File: src/rtl/bg_mean_calc_if.sv
// rtl/bg_mean_calc_if.sv - start/ack handshake, lane buses and result bundle for bg_mean_calc
// master drives requests and lane data; slave returns means, count and state flags.
interface bg_mean_calc_if #(
  parameter int NUM_PE = 4
);
  localparam int CW = $clog2(NUM_PE + 1);

  logic                start;
  logic                ack;
  logic [NUM_PE-1:0]   pe_mask;
  logic [8*NUM_PE-1:0] red_sum_in;
  logic [8*NUM_PE-1:0] green_sum_in;
  logic [8*NUM_PE-1:0] blue_sum_in;
  logic [7:0]          red_exp;
  logic [7:0]          green_exp;
  logic [7:0]          blue_exp;
  logic [CW-1:0]       pe_count;
  logic                zero_cnt;
  logic                qi;
  logic                qacc;
  logic                qdiv;
  logic                qd;

  modport master (
    output start, ack, pe_mask, red_sum_in, green_sum_in, blue_sum_in,
    input  red_exp, green_exp, blue_exp, pe_count, zero_cnt, qi, qacc, qdiv, qd
  );

  modport slave (
    input  start, ack, pe_mask, red_sum_in, green_sum_in, blue_sum_in,
    output red_exp, green_exp, blue_exp, pe_count, zero_cnt, qi, qacc, qdiv, qd
  );
endinterface

File: src/rtl/bg_mean_calc.sv
// rtl/bg_mean_calc.sv - rounded mean of the enabled PE lanes per colour channel
// One lane accumulated per cycle, then a shared-divisor restoring divide over ACC_W cycles.
module bg_mean_calc #(
  parameter int NUM_PE = 4
) (
  input  logic           i_clk,
  input  logic           i_reset,
  bg_mean_calc_if.slave  io_bus
);
  localparam int CW    = $clog2(NUM_PE + 1);
  localparam int ACC_W = 8 + CW;
  localparam int IW    = (NUM_PE > 1) ? $clog2(NUM_PE) : 1;
  localparam int BW    = $clog2(ACC_W + 1);

  localparam logic [3:0] S_I   = 4'b0001;
  localparam logic [3:0] S_ACC = 4'b0010;
  localparam logic [3:0] S_DIV = 4'b0100;
  localparam logic [3:0] S_D   = 4'b1000;

  logic [3:0]          r_state;
  logic [NUM_PE-1:0]   r_mask;
  logic [8*NUM_PE-1:0] r_red_lat;
  logic [8*NUM_PE-1:0] r_grn_lat;
  logic [8*NUM_PE-1:0] r_blu_lat;
  logic [IW-1:0]       r_idx;
  logic [CW-1:0]       r_cnt;
  logic [CW-1:0]       r_div;
  logic [BW-1:0]       r_bit;
  logic [ACC_W-1:0]    r_acc_red;
  logic [ACC_W-1:0]    r_acc_grn;
  logic [ACC_W-1:0]    r_acc_blu;
  logic [CW-1:0]       r_rem_red;
  logic [CW-1:0]       r_rem_grn;
  logic [CW-1:0]       r_rem_blu;
  logic [7:0]          r_red_exp;
  logic [7:0]          r_grn_exp;
  logic [7:0]          r_blu_exp;
  logic [CW-1:0]       r_pe_count;
  logic                r_zero_cnt;

  // One restoring step: returns {next remainder, dividend shifted left with quotient bit in LSB}.
  // The accumulator doubles as the dividend/quotient shift register during the divide.
  function automatic logic [CW+ACC_W-1:0] div_step(
    input logic [CW-1:0]    rem,
    input logic [ACC_W-1:0] dvd,
    input logic [CW-1:0]    dv
  );
    logic [CW:0] trial;
    logic        q;
    trial = {rem, dvd[ACC_W-1]};
    q     = (trial >= {1'b0, dv});
    if (q) trial = trial - {1'b0, dv};
    return {trial[CW-1:0], dvd[ACC_W-2:0], q};
  endfunction

  logic [7:0]          w_lane_red;
  logic [7:0]          w_lane_grn;
  logic [7:0]          w_lane_blu;
  logic                w_take;
  logic [ACC_W-1:0]    w_acc_red_nxt;
  logic [ACC_W-1:0]    w_acc_grn_nxt;
  logic [ACC_W-1:0]    w_acc_blu_nxt;
  logic [CW-1:0]       w_cnt_nxt;
  logic [ACC_W-1:0]    w_half;
  logic [CW+ACC_W-1:0] w_step_red;
  logic [CW+ACC_W-1:0] w_step_grn;
  logic [CW+ACC_W-1:0] w_step_blu;
  logic                w_last_idx;
  logic                w_last_bit;

  assign w_lane_red    = r_red_lat[8*r_idx +: 8];
  assign w_lane_grn    = r_grn_lat[8*r_idx +: 8];
  assign w_lane_blu    = r_blu_lat[8*r_idx +: 8];
  assign w_take        = r_mask[r_idx];
  assign w_acc_red_nxt = r_acc_red + (w_take ? {{CW{1'b0}}, w_lane_red} : '0);
  assign w_acc_grn_nxt = r_acc_grn + (w_take ? {{CW{1'b0}}, w_lane_grn} : '0);
  assign w_acc_blu_nxt = r_acc_blu + (w_take ? {{CW{1'b0}}, w_lane_blu} : '0);
  assign w_cnt_nxt     = r_cnt + CW'(w_take);
  assign w_half        = ACC_W'(w_cnt_nxt >> 1);
  assign w_step_red    = div_step(r_rem_red, r_acc_red, r_div);
  assign w_step_grn    = div_step(r_rem_grn, r_acc_grn, r_div);
  assign w_step_blu    = div_step(r_rem_blu, r_acc_blu, r_div);
  assign w_last_idx    = (r_idx == IW'(NUM_PE - 1));
  assign w_last_bit    = (r_bit == BW'(ACC_W - 1));

  always_ff @(posedge i_clk) begin
    if (i_reset) begin
      r_state    <= S_I;
      r_mask     <= '0;
      r_red_lat  <= '0;
      r_grn_lat  <= '0;
      r_blu_lat  <= '0;
      r_idx      <= '0;
      r_cnt      <= '0;
      r_div      <= '0;
      r_bit      <= '0;
      r_acc_red  <= '0;
      r_acc_grn  <= '0;
      r_acc_blu  <= '0;
      r_rem_red  <= '0;
      r_rem_grn  <= '0;
      r_rem_blu  <= '0;
      r_red_exp  <= '0;
      r_grn_exp  <= '0;
      r_blu_exp  <= '0;
      r_pe_count <= '0;
      r_zero_cnt <= 1'b0;
    end else begin
      case (r_state)
        S_I: begin
          if (io_bus.start) begin
            r_mask    <= io_bus.pe_mask;
            r_red_lat <= io_bus.red_sum_in;
            r_grn_lat <= io_bus.green_sum_in;
            r_blu_lat <= io_bus.blue_sum_in;
            r_acc_red <= '0;
            r_acc_grn <= '0;
            r_acc_blu <= '0;
            r_cnt     <= '0;
            r_idx     <= '0;
            r_state   <= S_ACC;
          end
        end
        S_ACC: begin
          r_cnt <= w_cnt_nxt;
          r_idx <= r_idx + 1'b1;
          if (w_last_idx) begin
            // Fold the round-half-up bias into the dividend on the way into the divide.
            r_acc_red <= w_acc_red_nxt + w_half;
            r_acc_grn <= w_acc_grn_nxt + w_half;
            r_acc_blu <= w_acc_blu_nxt + w_half;
            r_div     <= w_cnt_nxt;
            r_rem_red <= '0;
            r_rem_grn <= '0;
            r_rem_blu <= '0;
            r_bit     <= '0;
            r_state   <= S_DIV;
          end else begin
            r_acc_red <= w_acc_red_nxt;
            r_acc_grn <= w_acc_grn_nxt;
            r_acc_blu <= w_acc_blu_nxt;
          end
        end
        S_DIV: begin
          {r_rem_red, r_acc_red} <= w_step_red;
          {r_rem_grn, r_acc_grn} <= w_step_grn;
          {r_rem_blu, r_acc_blu} <= w_step_blu;
          r_bit <= r_bit + 1'b1;
          if (w_last_bit) begin
            r_red_exp  <= (r_div == '0) ? 8'd0 : w_step_red[7:0];
            r_grn_exp  <= (r_div == '0) ? 8'd0 : w_step_grn[7:0];
            r_blu_exp  <= (r_div == '0) ? 8'd0 : w_step_blu[7:0];
            r_pe_count <= r_div;
            r_zero_cnt <= (r_div == '0);
            r_state    <= S_D;
          end
        end
        S_D: begin
          if (io_bus.ack) r_state <= S_I;
        end
        default: r_state <= S_I;
      endcase
    end
  end

  assign io_bus.red_exp   = r_red_exp;
  assign io_bus.green_exp = r_grn_exp;
  assign io_bus.blue_exp  = r_blu_exp;
  assign io_bus.pe_count  = r_pe_count;
  assign io_bus.zero_cnt  = r_zero_cnt;
  assign io_bus.qi        = r_state[0];
  assign io_bus.qacc      = r_state[1];
  assign io_bus.qdiv      = r_state[2];
  assign io_bus.qd        = r_state[3];
endmodule

File: src/flat_wrapper.sv
// flat-port wrapper written by rule: the top's interface ports become plain ports
module bg_mean_calc_flat 
#(
  parameter int NUM_PE = 4
)
  (i_clk, i_reset, io_bus_start, io_bus_ack, io_bus_pe_mask, io_bus_red_sum_in, io_bus_green_sum_in, io_bus_blue_sum_in, io_bus_red_exp, io_bus_green_exp, io_bus_blue_exp, io_bus_pe_count, io_bus_zero_cnt, io_bus_qi, io_bus_qacc, io_bus_qdiv, io_bus_qd);
  bg_mean_calc_if #(.NUM_PE(NUM_PE)) io_bus_i ();
  input  logic i_clk;
  input  logic i_reset;
  input wire logic [$bits(io_bus_i.start)-1:0] io_bus_start;
  input wire logic [$bits(io_bus_i.ack)-1:0] io_bus_ack;
  input wire logic [$bits(io_bus_i.pe_mask)-1:0] io_bus_pe_mask;
  input wire logic [$bits(io_bus_i.red_sum_in)-1:0] io_bus_red_sum_in;
  input wire logic [$bits(io_bus_i.green_sum_in)-1:0] io_bus_green_sum_in;
  input wire logic [$bits(io_bus_i.blue_sum_in)-1:0] io_bus_blue_sum_in;
  output wire logic [$bits(io_bus_i.red_exp)-1:0] io_bus_red_exp;
  output wire logic [$bits(io_bus_i.green_exp)-1:0] io_bus_green_exp;
  output wire logic [$bits(io_bus_i.blue_exp)-1:0] io_bus_blue_exp;
  output wire logic [$bits(io_bus_i.pe_count)-1:0] io_bus_pe_count;
  output wire logic [$bits(io_bus_i.zero_cnt)-1:0] io_bus_zero_cnt;
  output wire logic [$bits(io_bus_i.qi)-1:0] io_bus_qi;
  output wire logic [$bits(io_bus_i.qacc)-1:0] io_bus_qacc;
  output wire logic [$bits(io_bus_i.qdiv)-1:0] io_bus_qdiv;
  output wire logic [$bits(io_bus_i.qd)-1:0] io_bus_qd;
  assign io_bus_i.start = io_bus_start;
  assign io_bus_i.ack = io_bus_ack;
  assign io_bus_i.pe_mask = io_bus_pe_mask;
  assign io_bus_i.red_sum_in = io_bus_red_sum_in;
  assign io_bus_i.green_sum_in = io_bus_green_sum_in;
  assign io_bus_i.blue_sum_in = io_bus_blue_sum_in;
  assign io_bus_red_exp = io_bus_i.red_exp;
  assign io_bus_green_exp = io_bus_i.green_exp;
  assign io_bus_blue_exp = io_bus_i.blue_exp;
  assign io_bus_pe_count = io_bus_i.pe_count;
  assign io_bus_zero_cnt = io_bus_i.zero_cnt;
  assign io_bus_qi = io_bus_i.qi;
  assign io_bus_qacc = io_bus_i.qacc;
  assign io_bus_qdiv = io_bus_i.qdiv;
  assign io_bus_qd = io_bus_i.qd;
  bg_mean_calc #(.NUM_PE(NUM_PE)) u_core (.i_clk(i_clk), .i_reset(i_reset), .io_bus(io_bus_i));
endmodule
File: config.mk
export PLATFORM = sky130hd
export DESIGN_NAME = bg_mean_calc_flat
export DESIGN_NICKNAME = d
export VERILOG_FILES = /design/src/rtl/bg_mean_calc_if.sv /design/src/rtl/bg_mean_calc.sv /design/src/flat_wrapper.sv
export SDC_FILE = /design/constraint.sdc
export NUM_CORES = 1
export LEC_CHECK = 0
export ABC_AREA = 0
export CAP_MARGIN = 20
export CORE_MARGIN = 1
export CORE_UTILIZATION = 45
export CTS_CLUSTER_DIAMETER = 60
export CTS_CLUSTER_SIZE = 16
export DETAILED_ROUTE_END_ITERATION = 10
export PLACE_DENSITY = 0.76
export SYNTH_ARGS = -nofsm -noshare
export SYNTH_HDL_FRONTEND = slang
export SYNTH_SLANG_ARGS = --single-unit
export TNS_END_PERCENT = 5
File: constraint.sdc
create_clock -name i_clk -period 6.8 [get_ports i_clk]
set_clock_uncertainty 0.2 [all_clocks]
set_input_delay 2.04 -clock i_clk [delete_from_list [all_inputs] [get_ports i_clk]]
set_output_delay 2.04 -clock i_clk [all_outputs]
set_load 0.02 [all_outputs]
==> flow_summary.toml <==
[run_status]
status = "completed"

[sta]
worst_pin_slew_ns = 0.959
share_of_the_cycle_needed_by_the_critical_path_after_routing = 0.696
maxSlewHeadroom = 0.361
report.final.setup_viol = 0
postLayoutSetupSlackWorst_ns = 2.07
setup_repair_after_global_routing_missed_its_margin = "false"
final_layout_setup_total_negative_slack_ns = 0
post-route-min-period_ns = 4.73
max_freq_ghz = 0.211
finalHoldViolCount = 0
drv_slew = 0

[grt]
global_route.overflow_total = 0
antenna_found_initial = 0
pin_count_of_the_biggest_net_entering_global_routing = 143
grt_first_pass_wirelength_mm = 39.4
first_global_vias = 8002
track_usage = 0.222

[clock_network]
htree_levels = 4
clock_insertion_delay_worst_skew_ns = 0.44
cts_hold_buffers = 0
cts_repair_resize_count = 0
tritoncts_num_sinks = 186
cts.reportedPaths.clkPinSlew_ns = 0.07
postCtsSetupRepairBufs = 0
tritoncts = "done"
cts.root.buffer_cell = "sky130_fd_sc_hd__clkbuf_16"
cts_max_path_buffers = 2
cts-buffers-inserted = 17

[drt]
drt-total-wl_mm = 23.7
detail_route.vias_per_cell = 5.61
post_drt_wl_per_cell_um = 15.4
drc = 0
detailedRoute.firstPassIterationCount = 6
drt_first_iter_violations = 791
final_antenna_net_count = 0
vias = 8604

[layout]
syn_to_final_growth_pct = 22.6
final_layout_size_suffix_gt1_frac = 0.0683
nets = 1404
antenna-diode-count = 0

[yosys]
yosys.cell_count.top_type = "sky130_fd_sc_hd__nand2_1"
synth_fa_ha_area_frac = 0.0756
synthesis.nets = 1320
synthSimpleGateAreaFrac = 0.203
synth_cell_types = 64
ys_top_cells_by_area = "sky130_fd_sc_hd__dfxtp_1 39%, sky130_fd_sc_hd__nand2_1 9.7%, sky130_fd_sc_hd__a21oi_1 7.2%"
number_of_synthesized_flops_with_an_enable_pin = 0
postSynthCellCount = 1163
syn_avg_cell_area_um2 = 8.31
asyncSetResetFlopFracSynth = 0
yosys_warnings = 0
synthTopCellsByCount = "249 x sky130_fd_sc_hd__nand2_1, 186 x sky130_fd_sc_hd__dfxtp_1, 140 x sky130_fd_sc_hd__a21oi_1, 97 x sky130_fd_sc_hd__nor2_1, 68 x sky130_fd_sc_hd__clkbuf_1"
post_synth_instance_area_um2 = 9670
yosysTopAreaCellShare = 0.385
synth_compound_gate_area_share = 0.183
ys_ff_latch = 186
synthXorXnorAreaFrac = 0.0452
area_leader_netlist = "sky130_fd_sc_hd__dfxtp_1"
largest_family_of_logic_cells_by_synthesized_area = "simple AND/OR/NAND/NOR gates"
proportion_of_synthesized_chip_area_in_sequential_cells = 0.385
synth_mux_area_frac = 0.0641
dominantRegCellSynth = "sky130_fd_sc_hd__dfxtp_1"

[die]
fp.dieH_um = 149
fp.coreArea_um2 = 21000
die_w_um = 149
design.die.area_um2 = 22100
start_util = 0.460
ios = 136
num_rows = 53

[worst_setup_path]
crit_chain = "mux2_2 > o21ai_1 > inv_1 > ha_1 > ha_1 > xnor2_1 > inv_1 > ha_1 > a21o_1 > nand3_1 > or3_1 > nor3_1 > o211ai_1 > o21ai_1 > mux2i_1 > a31oi_1"
cp.arrival_ns = 4.83
critical-path-top-delay-family = "simple AND/OR/NAND/NOR gates"
crit_path_max_incr_delay_ns = 0.69
critical_path.max_fanout = 18
timing.critical_path.buf_inv = 2
critPathRequiredTime_ns = 6.90
crit_path_start_kind = "register"
critPathMostFrequentCell = "sky130_fd_sc_hd__ha_1"
endpoint_kind = "register"
worst-setup-path-type = "register to register"
standard_cell_with_the_maximum_stage_delay_on_the_critical_path = "sky130_fd_sc_hd__dfxtp_2"

[placed_design]
place_congestion = 0.920
post_dp_hpwl_mm = 16.6
preCtsSetupSlack_ns = 2.02
port_buffers = 135

[power_and_ir_drop]
powerDensity_nw_per_um2 = 212
worst_ir_drop_vdd_mv = 0.133
power.leakage_uw = 0.00438

[run]
max_capacitance_violation_count = 0

[worst_hold_path]
min-delay-path-class = "register to register"
-- worst min-delay path, delay by kind of cell (launching register included) --
| family | cells | cell delay [ns] |
|---|---|---|
| AND/OR/NAND/NOR | 1 | 0.05 |
| flip-flops | 1 | 0.31 |
| AO/OA/AOI/OAI | 1 | 0.05 |
-- cells in the final DEF, fill, tap and decap left out, types with 25 or more instances in the layout --
cell	n
sky130_fd_sc_hd__clkdlybuf4s50_1	134
sky130_fd_sc_hd__nor2_1	97
sky130_fd_sc_hd__a22oi_1	27
sky130_fd_sc_hd__a21oi_1	140
sky130_fd_sc_hd__nand2_1	249
sky130_fd_sc_hd__nor2b_1	31
sky130_fd_sc_hd__inv_1	30
sky130_fd_sc_hd__a222oi_1	25
sky130_fd_sc_hd__ha_1	44
sky130_fd_sc_hd__dfxtp_1	185
-- layer usage --
layer	up-vias	routed length, um	global-route usage	share of wire
met2	245	11200	0.369	0.47
li1	4223	-	-	-
met5	-	0	0	0
met3	17	1320	0.0380	0.056
met4	0	259	0.0510	0.011
met1	4119	10900	0.299	0.46
-- final cells by class --
type	instances	area (um2)
repair buffers	146	1450
flip-flops and latches	186	3720
well taps	275	344
fillers	1842	9170
inverters	30	113
multi-input cells	866	5540
clock inverters	15	253
clock buffers	17	425
-- power breakdown --
part | leakage (uW) | total, uW | internal (uW) | switching [uW]
Clock | 0.000334 | 1140 | 672 | 468
Sequential | 0.00151 | 1150 | 1130 | 23.4
Combinational | 0.00254 | 227 | 109 | 118
Total | 0.00438 | 2520 | 1910 | 610
-- path summary, 6_finish.rpt --
check / slack (ns) / cells past startpoint / to / start
worst min-delay path: 0.25 / 2 / u_core.r_red_lat[20] / u_core.r_red_lat[20]
worst min register to register: 0.25 / 2 / u_core.r_red_lat[20] / u_core.r_red_lat[20]
worst max register to register: 2.07 / 16 / u_core.r_acc_grn[9] / u_core.r_idx[0]
worst max-delay path: 2.07 / 16 / u_core.r_acc_grn[9] / u_core.r_idx[0]
-- kinds of logic after synthesis --
group                    count (synthesis)
AO/OA/AOI/OAI                          274
XOR/XNOR                                49
adder cells (fa/ha/maj)                 53
buffers and inverters                  111
flip-flops                             186
multiplexers                            35
AND/OR/NAND/NOR                        455
-- registers in the layout (all words and copies together) (netlist names) --
signal and count:
u_core.io_bus.blue_exp 8, u_core.io_bus.green_exp 8, u_core.io_bus.pe_count 3, u_core.io_bus.red_exp 8
u_core.io_bus.zero_cnt 1, u_core.r_acc_blu 11, u_core.r_acc_grn 11, u_core.r_acc_red 11
u_core.r_bit 4, u_core.r_blu_lat 32, u_core.r_cnt 3, u_core.r_div 3
u_core.r_grn_lat 32, u_core.r_idx 2, u_core.r_mask 4, u_core.r_red_lat 32
u_core.r_rem_blu 3, u_core.r_rem_grn 3, u_core.r_rem_red 3, u_core.r_state 4
-- stage by stage --
step | util | std cells | hold WS [ns] | area [um2] | total power, uW
after floorplan | - | 1163 | 0.232 | 9670 | 1300
after global placement | 0.531 | 1502 | 0.239 | 11200 | 1400
after detailed placement | 0.531 | 1502 | 0.245 | 11200 | 1400
after CTS | 0.563 | 1534 | 0.255 | 11800 | 2530
after global routing | 0.564 | 1535 | 0.273 | 11900 | 2610
final | 0.564 | 1535 | 0.254 | 11900 | 2520
No activity file was read; power rests on OpenSTA's default activity.
